[config.mk]
export PLATFORM = sky130hd
export DESIGN_NAME = enemy_fire_scheduler_flat
export DESIGN_NICKNAME = d
export VERILOG_FILES = /design/src/rtl/enemy_fire_scheduler_pkg.sv /design/src/rtl/enemy_fire_scheduler_if.sv /design/src/rtl/enemy_fire_scheduler_column_bottom_finder.sv /design/src/rtl/enemy_fire_scheduler.sv /design/src/flat_wrapper.sv
export SDC_FILE = /design/constraint.sdc
export NUM_CORES = 1
export LEC_CHECK = 0
export CORE_MARGIN = 10
export CORE_UTILIZATION = 55
export DETAILED_ROUTE_END_ITERATION = 6
export GPL_ROUTABILITY_DRIVEN = 0
export PLACE_DENSITY_LB_ADDON = 0.2
export SYNTH_ARGS = -nofsm -noshare
export SYNTH_HDL_FRONTEND = slang
export SYNTH_SLANG_ARGS = --single-unit
[constraint.sdc]
create_clock -name clk -period 5.4 [get_ports clk]
set_input_delay 0.54 -clock clk [delete_from_list [all_inputs] [get_ports clk]]
set_output_delay 0.54 -clock clk [all_outputs]
set_load 0.1 [all_outputs]
[src/rtl/enemy_fire_scheduler_pkg.sv]
// Shared definitions for the enemy fire scheduler: default formation size,
// cooldown defaults, output index width, FSM state encoding, shooter payload.
package enemy_fire_scheduler_pkg;

  localparam int unsigned LINHAS_DEF  = 4;
  localparam int unsigned COLUNAS_DEF = 10;
  localparam int unsigned CD_W_DEF    = 24;
  localparam int unsigned IDX_W       = 10;
  localparam int unsigned LEVEL_W     = 5;

  localparam logic [CD_W_DEF-1:0] COOLDOWN_BASE_DEF = 24'd6_000_000;
  localparam logic [CD_W_DEF-1:0] COOLDOWN_STEP_DEF = 24'd400_000;
  localparam logic [CD_W_DEF-1:0] COOLDOWN_MIN_DEF  = 24'd1_000_000;

  typedef enum logic [1:0] {
    ST_IDLE     = 2'd0,
    ST_COOLDOWN = 2'd1,
    ST_SEARCH   = 2'd2,
    ST_REQUEST  = 2'd3
  } efs_state_e;

  // Shooter identity as seen by the top level (posX / posY lookup indices).
  typedef struct packed {
    logic [IDX_W-1:0] id_x;
    logic [IDX_W-1:0] id_y;
  } shooter_t;

endpackage

[src/rtl/enemy_fire_scheduler_if.sv]
// Bundle between the scheduler and its environment.
//   enable, vivo_inimigo, level, shot_busy, fire_ready : into the scheduler
//   fire_valid, ID_enemy_tiro_X/Y, no_target           : out of the scheduler
// master = scheduler side, slave = game logic / projectile side.
interface enemy_fire_scheduler_if
  import enemy_fire_scheduler_pkg::*;
#(
  parameter int unsigned LINHAS  = LINHAS_DEF,
  parameter int unsigned COLUNAS = COLUNAS_DEF
);

  logic                      enable;
  logic [LINHAS*COLUNAS-1:0] vivo_inimigo;
  logic [LEVEL_W-1:0]        level;
  logic                      shot_busy;
  logic                      fire_ready;
  logic                      fire_valid;
  logic [IDX_W-1:0]          ID_enemy_tiro_X;
  logic [IDX_W-1:0]          ID_enemy_tiro_Y;
  logic                      no_target;

  modport master (
    input  enable, vivo_inimigo, level, shot_busy, fire_ready,
    output fire_valid, ID_enemy_tiro_X, ID_enemy_tiro_Y, no_target
  );

  modport slave (
    output enable, vivo_inimigo, level, shot_busy, fire_ready,
    input  fire_valid, ID_enemy_tiro_X, ID_enemy_tiro_Y, no_target
  );

endinterface

[src/rtl/enemy_fire_scheduler_column_bottom_finder.sv]
// Priority encoder over one formation column: reports whether any invader in
// the column is alive and the highest (bottom-most) alive row.
//   col_alive : alive bits of the column, bit r = row r (row 0 at the top)
//   found_c   : at least one bit set
//   row_c     : highest set bit index (0 when nothing found)
module column_bottom_finder #(
  parameter int unsigned LINHAS = 4,
  parameter int unsigned ROW_W  = 2
) (
  input  logic [LINHAS-1:0] col_alive,
  output logic              found_c,
  output logic [ROW_W-1:0]  row_c
);

  // Ascending scan: the last hit wins, giving the bottom-most row.
  always_comb begin
    found_c = 1'b0;
    row_c   = '0;
    for (int r = 0; r < LINHAS; r++) begin
      if (col_alive[r]) begin
        found_c = 1'b1;
        row_c   = ROW_W'(r);
      end
    end
  end

endmodule

[src/rtl/enemy_fire_scheduler.sv]
// Picks the next invader to fire: waits a level-dependent cooldown, walks the
// formation columns round-robin for the bottom-most live invader, and offers
// it to the projectile unit over a valid/ready handshake.
//   clk, reset : clock, synchronous active-low reset
//   if_p       : scheduler side of enemy_fire_scheduler_if (see interface)
module enemy_fire_scheduler
  import enemy_fire_scheduler_pkg::*;
#(
  parameter int unsigned        LINHAS        = LINHAS_DEF,
  parameter int unsigned        COLUNAS       = COLUNAS_DEF,
  parameter int unsigned        CD_W          = CD_W_DEF,
  parameter logic [CD_W-1:0]    COOLDOWN_BASE = COOLDOWN_BASE_DEF,
  parameter logic [CD_W-1:0]    COOLDOWN_STEP = COOLDOWN_STEP_DEF,
  parameter logic [CD_W-1:0]    COOLDOWN_MIN  = COOLDOWN_MIN_DEF
) (
  input logic                     clk,
  input logic                     reset,
  enemy_fire_scheduler_if.master  if_p
);

  localparam int unsigned PTR_W  = (COLUNAS > 1) ? $clog2(COLUNAS) : 1;
  localparam int unsigned ROW_W  = (LINHAS > 1) ? $clog2(LINHAS) : 1;
  localparam int unsigned SCAN_W = $clog2(COLUNAS + 1);
  localparam int unsigned VIDX_W = $clog2(LINHAS * COLUNAS);
  localparam int unsigned PW     = CD_W + 5;

  efs_state_e        state_q, state_d;
  logic [PTR_W-1:0]  ptr_q, ptr_d;
  logic [CD_W-1:0]   cnt_q, cnt_d;
  logic [SCAN_W-1:0] scan_q, scan_d;
  shooter_t          shooter_q, shooter_d;
  logic              no_target_q, no_target_d;
  logic              fire_valid_q, fire_valid_d;

  logic [LINHAS-1:0] col_bits;
  logic [VIDX_W-1:0] vidx;
  logic              finder_found;
  logic [ROW_W-1:0]  finder_row;
  logic              shooter_alive;
  logic [PTR_W-1:0]  ptr_next;
  logic [PW-1:0]     prod, base_w, min_w, diff;
  logic [CD_W-1:0]   cd_val;

  // Alive bits of the column under the pointer.
  always_comb begin
    col_bits = '0;
    vidx     = '0;
    for (int r = 0; r < LINHAS; r++) begin
      vidx        = VIDX_W'(r * COLUNAS) + VIDX_W'(ptr_q);
      col_bits[r] = if_p.vivo_inimigo[vidx];
    end
  end

  column_bottom_finder #(
    .LINHAS (LINHAS),
    .ROW_W  (ROW_W)
  ) u_finder (
    .col_alive (col_bits),
    .found_c   (finder_found),
    .row_c     (finder_row)
  );

  // ptr still points at the shooter's column while requesting.
  assign shooter_alive = col_bits[ROW_W'(shooter_q.id_y)];
  assign ptr_next      = (ptr_q == PTR_W'(COLUNAS - 1)) ? '0 : ptr_q + PTR_W'(1);

  // Cooldown for the current level, floored at COOLDOWN_MIN; an underflow of
  // the subtraction is treated as below the floor.
  always_comb begin
    prod   = PW'(if_p.level) * PW'(COOLDOWN_STEP);
    base_w = PW'(COOLDOWN_BASE);
    min_w  = PW'(COOLDOWN_MIN);
    diff   = base_w - prod;
    if ((prod > base_w) || (diff < min_w)) begin
      cd_val = COOLDOWN_MIN;
    end else begin
      cd_val = CD_W'(diff);
    end
  end

  // Next-state and registered-output logic.
  always_comb begin
    state_d      = state_q;
    ptr_d        = ptr_q;
    cnt_d        = cnt_q;
    scan_d       = scan_q;
    shooter_d    = shooter_q;
    no_target_d  = no_target_q;
    fire_valid_d = 1'b0;

    if (!if_p.enable) begin
      state_d = ST_IDLE;
    end else begin
      case (state_q)
        ST_IDLE: begin
          state_d = ST_COOLDOWN;
          cnt_d   = cd_val;
        end
        ST_COOLDOWN: begin
          if (cnt_q == '0) begin
            state_d = ST_SEARCH;
            scan_d  = '0;
          end else if (!if_p.shot_busy) begin
            cnt_d = cnt_q - CD_W'(1);
          end
        end
        ST_SEARCH: begin
          if (finder_found) begin
            shooter_d.id_x = IDX_W'(finder_row) * IDX_W'(COLUNAS) + IDX_W'(ptr_q);
            shooter_d.id_y = IDX_W'(finder_row);
            no_target_d    = 1'b0;
            fire_valid_d   = 1'b1;
            state_d        = ST_REQUEST;
          end else begin
            ptr_d  = ptr_next;
            scan_d = scan_q + SCAN_W'(1);
            if (scan_q == SCAN_W'(COLUNAS - 1)) begin
              no_target_d = 1'b1;
              state_d     = ST_COOLDOWN;
              cnt_d       = cd_val;
            end
          end
        end
        ST_REQUEST: begin
          if (!shooter_alive) begin
            // Shooter died before launch: rescan the same column.
            state_d = ST_SEARCH;
            scan_d  = '0;
          end else if (if_p.fire_ready) begin
            ptr_d   = ptr_next;
            state_d = ST_COOLDOWN;
            cnt_d   = cd_val;
          end else begin
            fire_valid_d = 1'b1;
          end
        end
        default: state_d = ST_IDLE;
      endcase
    end
  end

  // State and output registers.
  always_ff @(posedge clk) begin
    if (!reset) begin
      state_q      <= ST_IDLE;
      ptr_q        <= '0;
      cnt_q        <= '0;
      scan_q       <= '0;
      shooter_q    <= '0;
      no_target_q  <= 1'b0;
      fire_valid_q <= 1'b0;
    end else begin
      state_q      <= state_d;
      ptr_q        <= ptr_d;
      cnt_q        <= cnt_d;
      scan_q       <= scan_d;
      shooter_q    <= shooter_d;
      no_target_q  <= no_target_d;
      fire_valid_q <= fire_valid_d;
    end
  end

  assign if_p.fire_valid      = fire_valid_q;
  assign if_p.ID_enemy_tiro_X = shooter_q.id_x;
  assign if_p.ID_enemy_tiro_Y = shooter_q.id_y;
  assign if_p.no_target       = no_target_q;

endmodule
[src/flat_wrapper.sv]
// flat-port wrapper written by rule: the top's interface ports become plain ports
module enemy_fire_scheduler_flat import enemy_fire_scheduler_pkg::*;
#(
  parameter int unsigned        LINHAS        = LINHAS_DEF,
  parameter int unsigned        COLUNAS       = COLUNAS_DEF,
  parameter int unsigned        CD_W          = CD_W_DEF,
  parameter logic [CD_W-1:0]    COOLDOWN_BASE = COOLDOWN_BASE_DEF,
  parameter logic [CD_W-1:0]    COOLDOWN_STEP = COOLDOWN_STEP_DEF,
  parameter logic [CD_W-1:0]    COOLDOWN_MIN  = COOLDOWN_MIN_DEF
)
  (clk, reset, if_p_enable, if_p_vivo_inimigo, if_p_level, if_p_shot_busy, if_p_fire_ready, if_p_fire_valid, if_p_ID_enemy_tiro_X, if_p_ID_enemy_tiro_Y, if_p_no_target);
  enemy_fire_scheduler_if #(.LINHAS(LINHAS), .COLUNAS(COLUNAS)) if_p_i ();
  input logic clk;
  input logic reset;
  input wire logic [$bits(if_p_i.enable)-1:0] if_p_enable;
  input wire logic [$bits(if_p_i.vivo_inimigo)-1:0] if_p_vivo_inimigo;
  input wire logic [$bits(if_p_i.level)-1:0] if_p_level;
  input wire logic [$bits(if_p_i.shot_busy)-1:0] if_p_shot_busy;
  input wire logic [$bits(if_p_i.fire_ready)-1:0] if_p_fire_ready;
  output wire logic [$bits(if_p_i.fire_valid)-1:0] if_p_fire_valid;
  output wire logic [$bits(if_p_i.ID_enemy_tiro_X)-1:0] if_p_ID_enemy_tiro_X;
  output wire logic [$bits(if_p_i.ID_enemy_tiro_Y)-1:0] if_p_ID_enemy_tiro_Y;
  output wire logic [$bits(if_p_i.no_target)-1:0] if_p_no_target;
  assign if_p_i.enable = if_p_enable;
  assign if_p_i.vivo_inimigo = if_p_vivo_inimigo;
  assign if_p_i.level = if_p_level;
  assign if_p_i.shot_busy = if_p_shot_busy;
  assign if_p_i.fire_ready = if_p_fire_ready;
  assign if_p_fire_valid = if_p_i.fire_valid;
  assign if_p_ID_enemy_tiro_X = if_p_i.ID_enemy_tiro_X;
  assign if_p_ID_enemy_tiro_Y = if_p_i.ID_enemy_tiro_Y;
  assign if_p_no_target = if_p_i.no_target;
  enemy_fire_scheduler #(.LINHAS(LINHAS), .COLUNAS(COLUNAS), .CD_W(CD_W), .COOLDOWN_BASE(COOLDOWN_BASE), .COOLDOWN_STEP(COOLDOWN_STEP), .COOLDOWN_MIN(COOLDOWN_MIN)) u_core (.clk(clk), .reset(reset), .if_p(if_p_i));
endmodule
==> results.sh <==
export IMPL_place_hpwl_mm=9.92
export IMPL_wl_mm=12.6
export IMPL_path_max_fanout=9
export IMPL_dieWidth_um=115
export IMPL_cp_required_ns=5.64
export IMPL_drive_above_1_share=0.0891
export IMPL_post_place_ws_ns=0.233
export IMPL_fmax_ghz=0.201
export IMPL_fin_nets=737
export IMPL_cpMostUsedCell="ha_1"
export IMPL_pin_count=72
export IMPL_die_y_um=115
export IMPL_synth_top_area_frac=0.177
export IMPL_io_buffers=59
export IMPL_grt_max_degree=33
export IMPL_hold_class="reg2reg"
export IMPL_status="complete, no violations"
export IMPL_cts_tree="yes"
export IMPL_fin_crit_sh=0.922
export IMPL_clock_sinks=44
export IMPL_num_rows=34
export IMPL_synthTopCellsByArea="dfxtp_1 (18%), ha_1 (12%), mux4_2 (11%), nor2_1 (4.1%), mux2i_1 (3.4%)"
export IMPL_worstMarginPinSlew_ns=0.986
export IMPL_cts_max_path_buffers=2
export IMPL_synth_edf_count=0
export IMPL_post_cts_buffers=0
export IMPL_drtPass1Iterations=5
export IMPL_htree_levels=2
export IMPL_area_growth_pct=14.0
export IMPL_async_reset_ff_frac=0
export IMPL_dr_wl_met2_mm=5.86
export IMPL_peakVddDrop_v=0.000118
export IMPL_clock_skew_final_ns=0.00264
export IMPL_slowest_stage="or4_1"
export IMPL_fill_cells=734
export IMPL_setup_viol=0
export IMPL_synth_main_ff_cell="dfxtp_1"
export IMPL_drt_iter0_drc=266
export IMPL_drcViolationCount=0
export IMPL_cap_violations=0
export IMPL_first_global_vias=4472
export IMPL_viasPerCell=6.27
export IMPL_maxSlewViolCount=0
export IMPL_routed_wl_met3_um=687
export IMPL_n_antenna_cell=0
export IMPL_final_common_cell="clkdlybuf4s50_1"
export IMPL_rsz0062_at_grt="false"
export IMPL_synth_area_um2=4990
export IMPL_fin_setup_tns_ns=0
export IMPL_report_final_hold_viol_count=0
export IMPL_netlist_instances=590
export IMPL_setup_ws_ns=0.419
export IMPL_cts_hold_buf=0
export IMPL_leakage_uw=0.00227
export IMPL_pwr_density_cell_nw_per_um2=235
export IMPL_grt_first_pass_wirelength_mm=21.3
export IMPL_antenna_found_initial=0
export IMPL_grt_overflow_total=0
export IMPL_slowest_delay_ns=0.55
export IMPL_start_kind="input port"
export IMPL_coreArea_um2=8760
export IMPL_initial_utilization=0.569
export IMPL_ys_seq_area_frac=0.177
export IMPL_worstSetupPathType="in2reg"
export IMPL_grt_total_usage=0.186
export IMPL_synth_cell_types=77
export IMPL_cts_resized=0
export IMPL_ant_nets=0
export IMPL_cts_root_buf="clkbuf_8"
export IMPL_die_area_um2=13300
export IMPL_slew_headroom=0.341
export IMPL_hold_depth=1
export IMPL_hold_start="u_core.cnt_q[23]"
export IMPL_ys_ff_latch=44
export IMPL_fin_cells=748
export IMPL_avgRoutedWirePerCell_um=16.8
export IMPL_setup_worst_path_end_class="flip-flop"
export IMPL_numCtsBuffers=5
export IMPL_dp_cells=740
export IMPL_path_clk_slew_ns=0.08
export IMPL_vias=4690
export IMPL_clock_latency_ns=0.30
export IMPL_final_cell_mix="clkdlybuf4s50_1 (59), nor2_1 (54), ha_1 (46)"
export IMPL_whs_endpoint="u_core.cnt_q[23]"
export IMPL_r2r_start="u_core.ptr_q[2]"
export IMPL_critPathArrivalTime_ns=5.23
export IMPL_crit_chain="clkdlybuf4s50_1, ha_1, xor2_1, ha_1, a21o_1, ha_1, ha_1, a21o_1, a221oi_2, xnor2_1, nand2_1, or4_1, a2111oi_0, a211oi_1, a21oi_1, buf_4, o221a_1"
export IMPL_worstRegToRegCells=11
export IMPL_yosysWarnings=0
export IMPL_wl_met1_mm=5.95
export IMPL_topRoutingLayerUsed="met4"
export IMPL_syn_area_per_cell_um2=8.46
export IMPL_period_minus_slack_ns=4.98
export IMPL_rr_endpoint="u_core.cnt_q[15]"
export IMPL_yosysTopAreaCell="dfxtp_1"
export IMPL_reg2reg_slack_ns=0.86
stage by stage:
stage          hold slack, ns   util  power, uW  cell area (um^2)
3_5_place_dp            0.457  0.639       1110              5600
2_1_floorplan           0.432      -        941              5030
5_1_grt                 0.505  0.649       1430              5690
6_report                0.469  0.649       1330              5690
3_3_place_gp            0.452  0.639       1090              5600
4_1_cts                 0.472  0.649       1330              5690
synth_stat cells (all sizes together), types with 3 or more instances:
cell type  count
a21oi         32
nand2         35
a211oi         7
nand3         23
ha            46
mux2           5
o31ai          7
clkbuf        14
nand3b         7
o311ai         4
nor3          20
nor2b          5
nor2          55
mux4          24
or2            4
o211a          3
or4            5
and2          11
or3            8
xnor2         15
a21boi         4
o21a           3
mux2i         17
a2111oi        4
o21ai         27
a211o          3
a221oi         3
dfxtp         44
nand2b         4
a31oi         14
a21o          10
nor4           6
a311oi         3
inv           23
buf           21
and3           9
xor2          10
o211ai         8
nand4          4
o21bai         3
worst max-delay path by stage:
stage,startpoint,endpoint,slack [ns]
finish,if_p_level[2],u_core.cnt_q[6],0.42
detailed placement,if_p_level[2],u_core.cnt_q[6],0.23
floorplan,if_p_level[2],u_core.cnt_q[6],0.72
global placement,if_p_level[2],u_core.cnt_q[12],0.32
CTS,if_p_level[2],u_core.cnt_q[6],0.54
global route,if_p_level[2],u_core.cnt_q[12],0.26
cell families (layout without fill, tap and decap cells):
family	count (synthesis)	after routing	share of synthesized area
xor gates and xnor gates	25	25	0.0439
other	1	12	0.000752
adders and majority gates	48	48	0.123
AOI/OAI and AO/OA	159	159	0.226
and+or+nand+nor	207	207	0.215
buffers and inverters	60	99	0.0612
DFF	44	44	0.177
muxes	46	46	0.154
layer usage:
layer	vias to the layer above	track usage
met4	0	0.0305
met3	9	0.0271
li1	2331	-
met2	123	0.307
met5	-	0
met1	2227	0.256
final cells by class:
class / count / area, um^2 / share of cell area
Clock buffer: 6 / 82.6 / 0.0145
Clock inverter: 2 / 10.0 / 0.00176
Inverter: 25 / 93.8 / 0.0165
Multi-Input combinational cell: 497 / 3840 / 0.676
Sequential cell: 44 / 881 / 0.155
Tap cell: 108 / 135 / 0.0237
Timing Repair Buffer: 66 / 643 / 0.113
critical path: cells and delay by family:
kind                       cells  cell delay, ns
xor gates and xnor gates       2            0.41
AOI/OAI and AO/OA              7            1.73
buffers and inverters          2            0.69
adders and majority gates      4            1.12
and+or+nand+nor                2            0.73
report_power, final:
| group | internal (uW) | switching, uW | leakage, uW |
|---|---|---|---|
| combinational | 296 | 432 | 0.00186 |
| sequential | 354 | 32.7 | 0.000358 |
| clock | 102 | 117 | 0.0000510 |
| total | 752 | 582 | 0.00227 |
flip-flops by register name (all words and copies together) (netlist names):
signal	cells
u_core.cnt_q	24
u_core.if_p.ID_enemy_tiro_X	6
u_core.if_p.ID_enemy_tiro_Y	2
u_core.if_p.fire_valid	1
u_core.if_p.no_target	1
u_core.ptr_q	4
u_core.scan_q	4
u_core.state_q	2
(Power assumes the default switching activity.)
